$ cat config.mk
export PLATFORM = sky130hd
export DESIGN_NAME = peripheral_system_n
export DESIGN_NICKNAME = d
export VERILOG_FILES = /design/src/rtl/peripheral_pkg.sv /design/src/rtl/periph_phase_fifo.sv /design/src/rtl/peripheral_system_n.sv
export SDC_FILE = /design/constraint.sdc
export NUM_CORES = 1
export LEC_CHECK = 0
export ABC_AREA = 1
export CAP_MARGIN = 20
export CORE_UTILIZATION = 64
export DETAILED_ROUTE_END_ITERATION = 10
export DONT_BUFFER_PORTS = 1
export PLACE_DENSITY = 0.85
export SLEW_MARGIN = 0
export SYNTH_ARGS = -nofsm -noshare
export SYNTH_HDL_FRONTEND = slang
export SYNTH_SLANG_ARGS = --single-unit
$ cat constraint.sdc
create_clock -name clock_i -period 5.1 [get_ports clock_i]
set_input_delay 0.51 -clock clock_i [delete_from_list [all_inputs] [get_ports clock_i]]
set_output_delay 0.51 -clock clock_i [all_outputs]
set_load 0.1 [all_outputs]
$ cat src/rtl/peripheral_pkg.sv
// Address map and shared constants for peripheral_system_n.
// PERIPH_PHASE_TIMESTAMP_EN (in the top) widens phase FIFO entries with a cycle timestamp.
package peripheral_pkg;

  localparam logic [26:0] COMM_REGISTER0    = 27'h000_0000;
  localparam logic [26:0] COMM_CONTROL      = 27'h000_0001;
  localparam logic [26:0] PHASE_REG         = 27'h000_0002;
  localparam logic [26:0] CPC_METRIC_SWITCH = 27'h000_0003;
  localparam logic [26:0] STATS_BASE        = 27'h000_0004;
  localparam logic [26:0] STATS_SNAPSHOT    = 27'h000_0005;
  localparam logic [26:0] PHASE_FIFO_STATUS = 27'h000_0006;
  localparam logic [26:0] PHASE_FIFO_DATA   = 27'h000_0007;
  localparam logic [26:0] PHASE_FIFO_TS     = 27'h000_0008;
  localparam logic [26:0] COMM_CACHE_BASE   = 27'h000_0010;
  // Cache channels are decoded inside a fixed 16-word window; unpopulated slots read 0.
  localparam logic [26:0] CACHE_WINDOW      = 27'd16;

  localparam logic [31:0] RESET_READ_VAL    = 32'hDEADBEAF;
  localparam int          CS_CTRL_PULSE_BIT = 23;

endpackage

$ cat src/rtl/periph_phase_fifo.sv
// Synchronous FIFO for phase events with sticky overflow; a pop frees a slot for a same-cycle push.
// Entry width is set by the top (31 bits, or 63 with PERIPH_PHASE_TIMESTAMP_EN).
module periph_phase_fifo #(
  parameter int DEPTH = 8,
  parameter int WIDTH = 31,
  localparam int AW   = $clog2(DEPTH)
) (
  input  logic             clock_i,
  input  logic             reset_i,
  input  logic             push_i,
  input  logic [WIDTH-1:0] push_data_i,
  input  logic             pop_i,
  input  logic             clr_ovf_i,
  output logic [WIDTH-1:0] head_o,
  output logic             empty_o,
  output logic             full_o,
  output logic [AW:0]      count_o,
  output logic             overflow_o
);

  logic [WIDTH-1:0] mem_q [DEPTH];
  logic [AW-1:0]    wr_ptr_q, wr_ptr_d, rd_ptr_q, rd_ptr_d;
  logic [AW:0]      count_q, count_d;
  logic             ovf_q, ovf_d;
  logic             pop_ok, push_ok;

  assign empty_o    = (count_q == '0);
  assign full_o     = (count_q == (AW+1)'(DEPTH));
  assign pop_ok     = pop_i && !empty_o;
  assign push_ok    = push_i && (!full_o || pop_ok);
  assign head_o     = mem_q[rd_ptr_q];
  assign count_o    = count_q;
  assign overflow_o = ovf_q;

  always_comb begin
    wr_ptr_d = wr_ptr_q;
    rd_ptr_d = rd_ptr_q;
    count_d  = count_q;
    ovf_d    = ovf_q;
    if (push_ok) wr_ptr_d = wr_ptr_q + AW'(1);
    if (pop_ok)  rd_ptr_d = rd_ptr_q + AW'(1);
    case ({push_ok, pop_ok})
      2'b10:   count_d = count_q + (AW+1)'(1);
      2'b01:   count_d = count_q - (AW+1)'(1);
      default: count_d = count_q;
    endcase
    if (clr_ovf_i)           ovf_d = 1'b0;
    if (push_i && !push_ok)  ovf_d = 1'b1;
  end

  // NOTE: sequential state always uses non-blocking assignments so every flop samples pre-edge values.
  always_ff @(posedge clock_i) begin
    if (reset_i) begin
      wr_ptr_q <= '0;
      rd_ptr_q <= '0;
      count_q  <= '0;
      ovf_q    <= 1'b0;
    end else begin
      wr_ptr_q <= wr_ptr_d;
      rd_ptr_q <= rd_ptr_d;
      count_q  <= count_d;
      ovf_q    <= ovf_d;
    end
  end

  // NOTE: storage is deliberately not reset; the pointers alone decide which entries are valid.
  always_ff @(posedge clock_i) begin
    if (push_ok) mem_q[wr_ptr_q] <= push_data_i;
  end

endmodule

$ cat src/rtl/peripheral_system_n.sv
// Core/cs peripheral register block: mailbox, comm control, metric select, cache read-back,
// counter stats with snapshot bank and a queued phase register. Option: PERIPH_PHASE_TIMESTAMP_EN.
module peripheral_system_n
  import peripheral_pkg::*;
#(
  parameter int N_CACHE     = 3,
  parameter int N_COUNTERS  = 6,
  parameter int METRIC_W    = 2,
  parameter int PHASE_DEPTH = 8
) (
  input  logic                    clock_i,
  input  logic                    reset_i,
  input  logic                    req_core_i,
  input  logic                    rw_core_i,
  input  logic [26:0]             add_core_i,
  input  logic [31:0]             data_core_i,
  output logic [31:0]             data_core_o,
  input  logic                    req_cs_i,
  input  logic                    rw_cs_i,
  input  logic [26:0]             add_cs_i,
  input  logic [31:0]             data_cs_i,
  output logic [31:0]             data_cs_o,
  input  logic [32*N_COUNTERS-1:0] cycle_counts_i,
  input  logic [32*N_CACHE-1:0]   comm_cache_i,
  output logic [METRIC_W-1:0]     metric_sel_o,
  output logic [31:0]             phase_o,
  output logic [31:0]             comm_o,
  output logic                    phase_pending_o
);

  localparam int CNT_W = $clog2(PHASE_DEPTH) + 1;
`ifdef PERIPH_PHASE_TIMESTAMP_EN
  localparam int FIFO_W = 63;
`else
  localparam int FIFO_W = 31;
`endif

  logic [N_COUNTERS-1:0][31:0] live;
  logic [N_CACHE-1:0][31:0]    cache;
  assign live  = cycle_counts_i;
  assign cache = comm_cache_i;

  logic [31:0]                 comm_reg0_q, comm_reg0_d;
  logic [7:0]                  core_ctrl_q, core_ctrl_d;
  logic [23:0]                 cs_ctrl_q, cs_ctrl_d;
  logic [METRIC_W-1:0]         metric_q, metric_d;
  logic [31:0]                 phase_q, phase_d;
  logic [N_COUNTERS-1:0][31:0] snap_q, snap_d;
  logic [31:0]                 stats_q, stats_d;
  logic [31:0]                 data_core_q, data_core_d;
  logic [31:0]                 data_cs_q, data_cs_d;
  logic [31:0]                 ts_rd;

  logic core_wr, core_rd, cs_wr, cs_rd;
  logic phase_push, fifo_pop, ovf_clr;
  logic [FIFO_W-1:0] push_data, head;
  logic              empty, full, overflow;
  logic [CNT_W-1:0]  count;
  logic [26:0]       cache_off;
  logic              unused_ok;

  assign core_wr    = req_core_i && rw_core_i;
  assign core_rd    = req_core_i && !rw_core_i;
  assign cs_wr      = req_cs_i && rw_cs_i;
  assign cs_rd      = req_cs_i && !rw_cs_i;
  assign phase_push = core_wr && (add_core_i == PHASE_REG);
  assign fifo_pop   = cs_rd && (add_cs_i == PHASE_FIFO_DATA);
  assign ovf_clr    = cs_wr && (add_cs_i == PHASE_FIFO_STATUS);
  assign cache_off  = add_cs_i - COMM_CACHE_BASE;
  assign unused_ok  = ^{data_core_i[31], data_cs_i[31:24], full};

`ifdef PERIPH_PHASE_TIMESTAMP_EN
  logic [31:0] ts_q, ts_d, ts_reg_q, ts_reg_d;
  assign push_data = {ts_q, data_core_i[30:0]};
  assign ts_rd     = ts_reg_q;

  always_comb begin
    ts_d     = ts_q + 32'd1;
    ts_reg_d = ts_reg_q;
    if (fifo_pop && !empty) ts_reg_d = head[62:31];
  end

  always_ff @(posedge clock_i) begin
    if (reset_i) begin
      ts_q     <= '0;
      ts_reg_q <= '0;
    end else begin
      ts_q     <= ts_d;
      ts_reg_q <= ts_reg_d;
    end
  end
`else
  assign push_data = data_core_i[30:0];
  assign ts_rd     = '0;
`endif

  periph_phase_fifo #(.DEPTH(PHASE_DEPTH), .WIDTH(FIFO_W)) u_phase_fifo (
    .clock_i     (clock_i),
    .reset_i     (reset_i),
    .push_i      (phase_push),
    .push_data_i (push_data),
    .pop_i       (fifo_pop),
    .clr_ovf_i   (ovf_clr),
    .head_o      (head),
    .empty_o     (empty),
    .full_o      (full),
    .count_o     (count),
    .overflow_o  (overflow)
  );

  always_comb begin
    comm_reg0_d = comm_reg0_q;
    core_ctrl_d = core_ctrl_q;
    cs_ctrl_d   = cs_ctrl_q;
    cs_ctrl_d[CS_CTRL_PULSE_BIT] = 1'b0;
    metric_d    = metric_q;
    phase_d     = {1'b0, phase_q[30:0]};
    snap_d      = snap_q;
    stats_d     = stats_q;
    data_core_d = data_core_q;
    data_cs_d   = data_cs_q;

    if (core_wr && add_core_i == COMM_REGISTER0) comm_reg0_d = data_core_i;
    if (core_wr && add_core_i == COMM_CONTROL)   core_ctrl_d = data_core_i[7:0];
    if (phase_push)                              phase_d     = {1'b1, data_core_i[30:0]};
    if (core_rd && add_core_i == COMM_REGISTER0) data_core_d = comm_reg0_q;

    if (cs_wr) begin
      case (add_cs_i)
        COMM_CONTROL:      cs_ctrl_d = data_cs_i[23:0];
        CPC_METRIC_SWITCH: metric_d  = data_cs_i[METRIC_W-1:0];
        STATS_SNAPSHOT:    snap_d    = live;
        STATS_BASE: begin
          stats_d = '0;
          for (int k = 0; k < N_COUNTERS; k++)
            if (data_cs_i[7:0] == 8'(k)) stats_d = data_cs_i[8] ? snap_q[k] : live[k];
        end
        default: ;
      endcase
    end

    if (cs_rd) begin
      data_cs_d = '0;
      case (add_cs_i)
        COMM_REGISTER0:    data_cs_d = comm_reg0_q;
        STATS_BASE:        data_cs_d = stats_q;
        PHASE_FIFO_STATUS: data_cs_d = {overflow, 15'b0, 16'(count)};
        PHASE_FIFO_DATA:   data_cs_d = empty ? 32'h0 : {1'b1, head[30:0]};
        PHASE_FIFO_TS:     data_cs_d = ts_rd;
        default: begin
          if (add_cs_i >= COMM_CACHE_BASE && add_cs_i < COMM_CACHE_BASE + CACHE_WINDOW)
            for (int i = 0; i < N_CACHE; i++)
              if (cache_off == 27'(i)) data_cs_d = cache[i];
        end
      endcase
    end
  end

  always_ff @(posedge clock_i) begin
    if (reset_i) begin
      comm_reg0_q <= '0;
      core_ctrl_q <= '0;
      cs_ctrl_q   <= '0;
      metric_q    <= '0;
      phase_q     <= '0;
      snap_q      <= '0;
      stats_q     <= '0;
      data_core_q <= RESET_READ_VAL;
      data_cs_q   <= RESET_READ_VAL;
    end else begin
      comm_reg0_q <= comm_reg0_d;
      core_ctrl_q <= core_ctrl_d;
      cs_ctrl_q   <= cs_ctrl_d;
      metric_q    <= metric_d;
      phase_q     <= phase_d;
      snap_q      <= snap_d;
      stats_q     <= stats_d;
      data_core_q <= data_core_d;
      data_cs_q   <= data_cs_d;
    end
  end

  assign data_core_o     = data_core_q;
  assign data_cs_o       = data_cs_q;
  assign metric_sel_o    = metric_q;
  assign phase_o         = phase_q;
  assign comm_o          = {core_ctrl_q, cs_ctrl_q};
  assign phase_pending_o = !empty;

endmodule

==> results of run 1 <==
-- layer usage --
layer  track usage  part of all wire
met1        0.5091              0.34
met2        0.6451              0.45
met3        0.1458              0.15
met4        0.2500             0.069
met5             0           0.00035
-- kinds of logic (layout without fill, tap and decap cells) --
group                      count (synthesis)  in the layout
adders and majority gates                  5              5
buffers and inverters                    495            411
xor gates and xnor gates                   4              4
and+or+nand+nor                         1697           1697
DFF                                      648            648
other                                      0              8
AOI/OAI and AO/OA                        762            762
-- Yosys cell counts (all sizes together), types with 17 or more instances --
cell / n
nand2: 675
nor2: 506
dfxtp: 400
o21ai: 292
edfxtp: 248
inv: 202
a21oi: 189
clkbuf: 188
nand3: 144
nor3: 141
a211oi: 133
nand4: 113
nor4: 109
buf: 98
a31oi: 36
o22ai: 20
o31ai: 19
o211ai: 18
o221ai: 17
-- power breakdown --
part | total [mW] | internal, mW | switching, mW
clock network | 4.60 | 2.57 | 2.02
registers | 5.52 | 5.38 | 0.141
logic | 0.300 | 0.0832 | 0.217
-- registers in the layout (all words and copies together) (netlist names), 3 cells and up, named ones only --
name,flops
u_phase_fifo.mem_q,248
core_ctrl_q,8
stats_q,32
data_core_o,32
u_phase_fifo.wr_ptr_q,3
data_cs_o,32
phase_o,32
cs_ctrl_q,24
u_phase_fifo.count_o,4
snap_q,192
comm_reg0_q,32
u_phase_fifo.rd_ptr_q,3
-- worst paths after layout --
path                                                   to  cells past startpoint      startpoint  slack, ns
worst max-delay path            u_phase_fifo.mem_q[2][27]                     10  add_core_i[17]       1.81
worst min-delay path                       core_ctrl_q[7]                      1         reset_i       0.01
worst max register to register               data_cs_o[9]                     11            flop       1.98
worst min register to register                 snap_q[17]                      2      snap_q[17]       0.49
-- per-stage QoR --
stage / hold WS [ns] / util / setup WS, ns / cell area (um^2) / cells
after floorplan: 0.4334 / - / 0.8241 / 29510 / 3611
after CTS: 0.004106 / 0.7020 / 1.819 / 31860 / 4121
after detailed placement: 0.4615 / 0.6500 / 1.212 / 29500 / 3970
final: 0.01063 / 0.7053 / 1.807 / 32010 / 4135
after global placement: 0.4404 / 0.6500 / 1.343 / 29500 / 3970
after global routing: 0.002546 / 0.7052 / 1.521 / 32000 / 4133
-- layout make-up --
cell class,instances,area (um^2),area share
clock inverter,15,110.1,0.003440
sequential,648,15460,0.4829
timing repair buffer,84,828.3,0.02588
inverter,209,788.3,0.02463
tap,600,750.7,0.02345
multi-input combinational,2468,12150,0.3797
clock buffer,103,1899,0.05934
antenna,8,20.02,0.0006255
-- repair_timing --
item                                   in CTS  in global routing
buffers inserted                            0                  0
hold buffers                               33                  0
endpoints found under the hold margin     306                  0
==> impl_metrics.ini, run 1 <==
[status]
status = finished clean

[critical_path]
path_buf_inv = 3
crit_slowest_cell = nor4_1
critical-path-top-delay-family = simple AND/OR/NAND/NOR gates
worstPathCellList = nor4_1 > nand3_1 > nor3_2 > nand2_1 > inv_2 > nand2_1 > clkinv_1 > nand2_1 > nor3_2 > buf_4
crit_path_end_kind = flop
critPathRequiredTime_ns = 5.34
crit_type = in2reg
arrival_ns = 3.53
path_max_fanout = 25
critPathMaxStageDelay_ns = 0.59
crit_top_cell = nand2_1
start_kind = input port

[placed_design]
hpwl_mm = 66.90
port_buffers = 0
routabilityCongestion = 0.9321

[grt]
grt_usage = 0.4195
grt_max_degree = 278
antenna_found_initial = 11
overflow = 0
grt_pass1_wl_mm = 149.8
grt_pass1_vias = 25200

[final_layout]
fin_nets = 3894
nFillCells = 3395
layout_commonest_cell = nand2_1
final_cell_mix = nand2_1, nor2_1, dfxtp_1
drive_above_1_share = 0.05671
area_delta_synth_final_pct = 8.472

[power]
vdd_drop_max_uv = 290.7
finalPower_mw = 10.42
p_leak_nw = 11.48
power_density_nw_per_um2 = 325.6

[synthesis]
synth.mux.area_fraction = 0
ys_seq_elements = 648
synth-edff-count = 248
yosysTopAreaCell = dfxtp_1
yosys-top-cells-area = dfxtp_1, edfxtp_1, nand2_1
syn_nets = 4028
async_reset_ff_frac = 0
synthSimpleGateAreaFrac = 0.2523
synth_xor_xnor_area_share = 0.001187
avgSynthCellArea_um2 = 8.171
ys.flop_type = dfxtp_1
synth_top_family_by_area = simple AND/OR/NAND/NOR gates
ys_types = 49
synthCells = 3611
ys_seq_area_frac = 0.5238
synth-adder-area-share = 0.002375
netlist.area_leader.share = 0.2714
synth_area_um2 = 29510
synth_compound_area_frac = 0.1529
yosysWarnings = 0

[floorplan]
boundaryPins = 543
core_region_area_um2 = 45380
rows = 78
dieArea_um2 = 46970
start_util = 0.6502
dieWidth_um = 216.7
die_y_um = 216.7

[sta]
drv_slew = 0
fin_skew_ns = 0.02839
fmax_mhz = 303.7
rsz0062_at_grt = false
worst_pin_slew_ns = 1.156
slew_headroom = 0.2284
period_share = 0.6457
final-hold-violation-count = 0
setup_violations = 0
fin_tns_setup_ns = 0
period_minus_slack_ns = 3.293

[route]
wirelength_mm = 101.4
routed-via-count = 27390
firstDrtPassIters = 7
wl_per_cell_um = 24.52
via_per_inst = 6.623
final_antenna_net_count = 0
first_iter_violations = 4378
drc = 0

[clock_tree]
clock_latency_ns = 0.62
cts-htree-levels = 3
clk_pin_slew_ns = 0.06
cts_resized = 0
clkSinkCount = 648
cts_root_buf = clkbuf_16
cts_buffer_depth = 3
tritoncts = done
numCtsBuffers = 66

[worst_hold_path]
hp-class = in2reg

[job]
drv_cap = 0
No activity file was read; power rests on OpenSTA's default activity.
==> run 2, diff against run 1 <==
clock period = 3.2 ns   (was 5.1 ns; I/O delays follow)
==> impl_metrics.ini, run 2 (synthesis gave the netlist of run 1 again) <==
[placed_design]
port_buffers = 0
placed_area_um2 = 30000
hpwl_mm = 67.68
pre_cts_ws_ns = 0.3747
placed_cells = 4019
routabilityCongestion = 0.9814

[final_layout]
fin_area_um2 = 35060
top_regs = u_phase_fifo.mem_q (248), snap_q (192)
regArea_um2 = 15460
largest_register_ffs = 248
area_delta_synth_final_pct = 18.82
drive_above_1_share = 0.06698
layout_commonest_cell = nand2_1
final_cell_mix = nand2_1, nor2_1, dfxtp_1
multi_input_area_um2 = 12160
finalNonFillerCells = 4419
largest_register = u_phase_fifo.mem_q
nFillCells = 2886
fin_nets = 4173

[power]
swShare = 0.2263
p_leak_nw = 13.04
power_density_nw_per_um2 = 510.3
seqPwrFrac = 0.490
power_frac_clock = 0.469
finalPower_mw = 17.89
comb_power_share = 0.041
internal_power_mw = 13.84
switchingPower_mw = 4.049
vdd_drop_max_uv = 509.2

[worst_hold_path]
hold_path.startpoint = comm_cache_i[76]
hp-class = in2reg

[clock_tree]
cts_buffer_depth = 3
post_cts_buffers = 0
cts_resized = 0
cts-htree-levels = 3
clock_latency_ns = 0.61
tritoncts = done
cts_root_buf = clkbuf_16
cts_hold_buf = 268
clk_pin_slew_ns = 0.07
clkSinkCount = 648
numCtsBuffers = 67

[grt]
grt_usage = 0.4520
antenna_found_initial = 13
overflow = 0
grt_pass1_wl_mm = 162.2
grt_pass1_vias = 28140
grt_max_degree = 273

[route]
wl_per_cell_um = 24.66
first_iter_violations = 4360
firstDrtPassIters = 7
final_antenna_net_count = 0
via_per_inst = 6.705
routed-via-count = 29630
wirelength_mm = 109.0
drc = 0

[sta]
worst_pin_slew_ns = 1.134
slew_headroom = 0.2430
fin_ws_ns = 0.1693
setup_violations = 0
holdWs_ns = 0.01260
final-hold-violation-count = 0
drv_slew = 0
rsz0062_at_grt = false
period_share = 0.9471
period_minus_slack_ns = 3.031
fin_skew_ns = 0.02631
fmax_mhz = 330.0

[critical_path]
critPathMaxStageDelay_ns = 0.77
crit_type = reg2reg
crit_slowest_cell = dfxtp_1
worstPathCellList = clkinv_1 > buf_4 > nand3_1 > nand2_1 > nand3_1 > nand3_1 > a21oi_1 > nand4_1 > dlygate4sd3_1 > nand2_1 > nand3_1
crit_path_end_kind = flop
arrival_ns = 3.52
path_buf_inv = 3
critical-path-top-delay-family = buffers and inverters
crit_top_cell = nand3_1
critPathRequiredTime_ns = 3.69
path_max_fanout = 24
start_kind = flop

[status]
status = finished clean

[floorplan]
start_util = 0.6502
dieArea_um2 = 46970
die_y_um = 216.7
core_region_area_um2 = 45380
boundaryPins = 543
dieWidth_um = 216.7
rows = 78

[job]
drv_cap = 0
run 2: cell count changes in the layout (fill, tap and decap cells not counted), moves of 6 or more:
cell / delta
buf_4: +39
buf_12: +7
bufinv_16: +10
clkinvlp_4: +6
clkbuf_1: -13
dlygate4sd3_1: +235
run 2: area by class of cell:
| type | instances | area share |
|---|---|---|
| Antenna cell | 12 | 0.0008565 |
| Timing Repair Buffer | 362 | 0.1011 |
| Tap cell | 600 | 0.02141 |
| Sequential cell | 648 | 0.4408 |
| Clock inverter | 31 | 0.01217 |
| Multi-Input combinational cell | 2468 | 0.3468 |
| Clock buffer | 89 | 0.05435 |
| Inverter | 209 | 0.02245 |
run 2: worst min-delay path: stages:
cell	delay, ns
nand4_1	0.07
nand4_1	0.09
nand2_1	0.05
nand3_1	0.05
run 2: layer usage:
layer	routed length, um	part of all wire	global-route usage
met2	48440	0.44	0.7005
met1	36700	0.34	0.5320
met4	8798	0.081	0.3178
met5	31	0.00028	0
met3	15000	0.14	0.1457
run 2: path summary, 6_finish.rpt:
kind | to | cells after the start | slack (ns)
worst max-delay path | data_cs_o[0] | 11 | 0.17
worst min register to register | u_phase_fifo.rd_ptr_q[2] | 2 | 0.46
worst min-delay path | data_cs_o[12] | 4 | 0.01
worst max register to register | data_cs_o[0] | 11 | 0.17
run 2: through the flow:
stage                       util  setup TNS (ns)
final                     0.7726               0
after CTS                 0.7719               0
after detailed placement  0.6610               0
after floorplan                -         -191.57
after global routing      0.7725               0
after global placement    0.6610               0
run 2: power groups by stage:
stage	Sequential [mW]	Clock [mW]	Combinational [mW]
detailed placement	8.95	0	0.401
global route	8.76	8.69	0.772
finish	8.77	8.39	0.739
floorplan	8.96	0	0.349
CTS	8.77	8.34	0.700
global placement	8.95	0	0.391
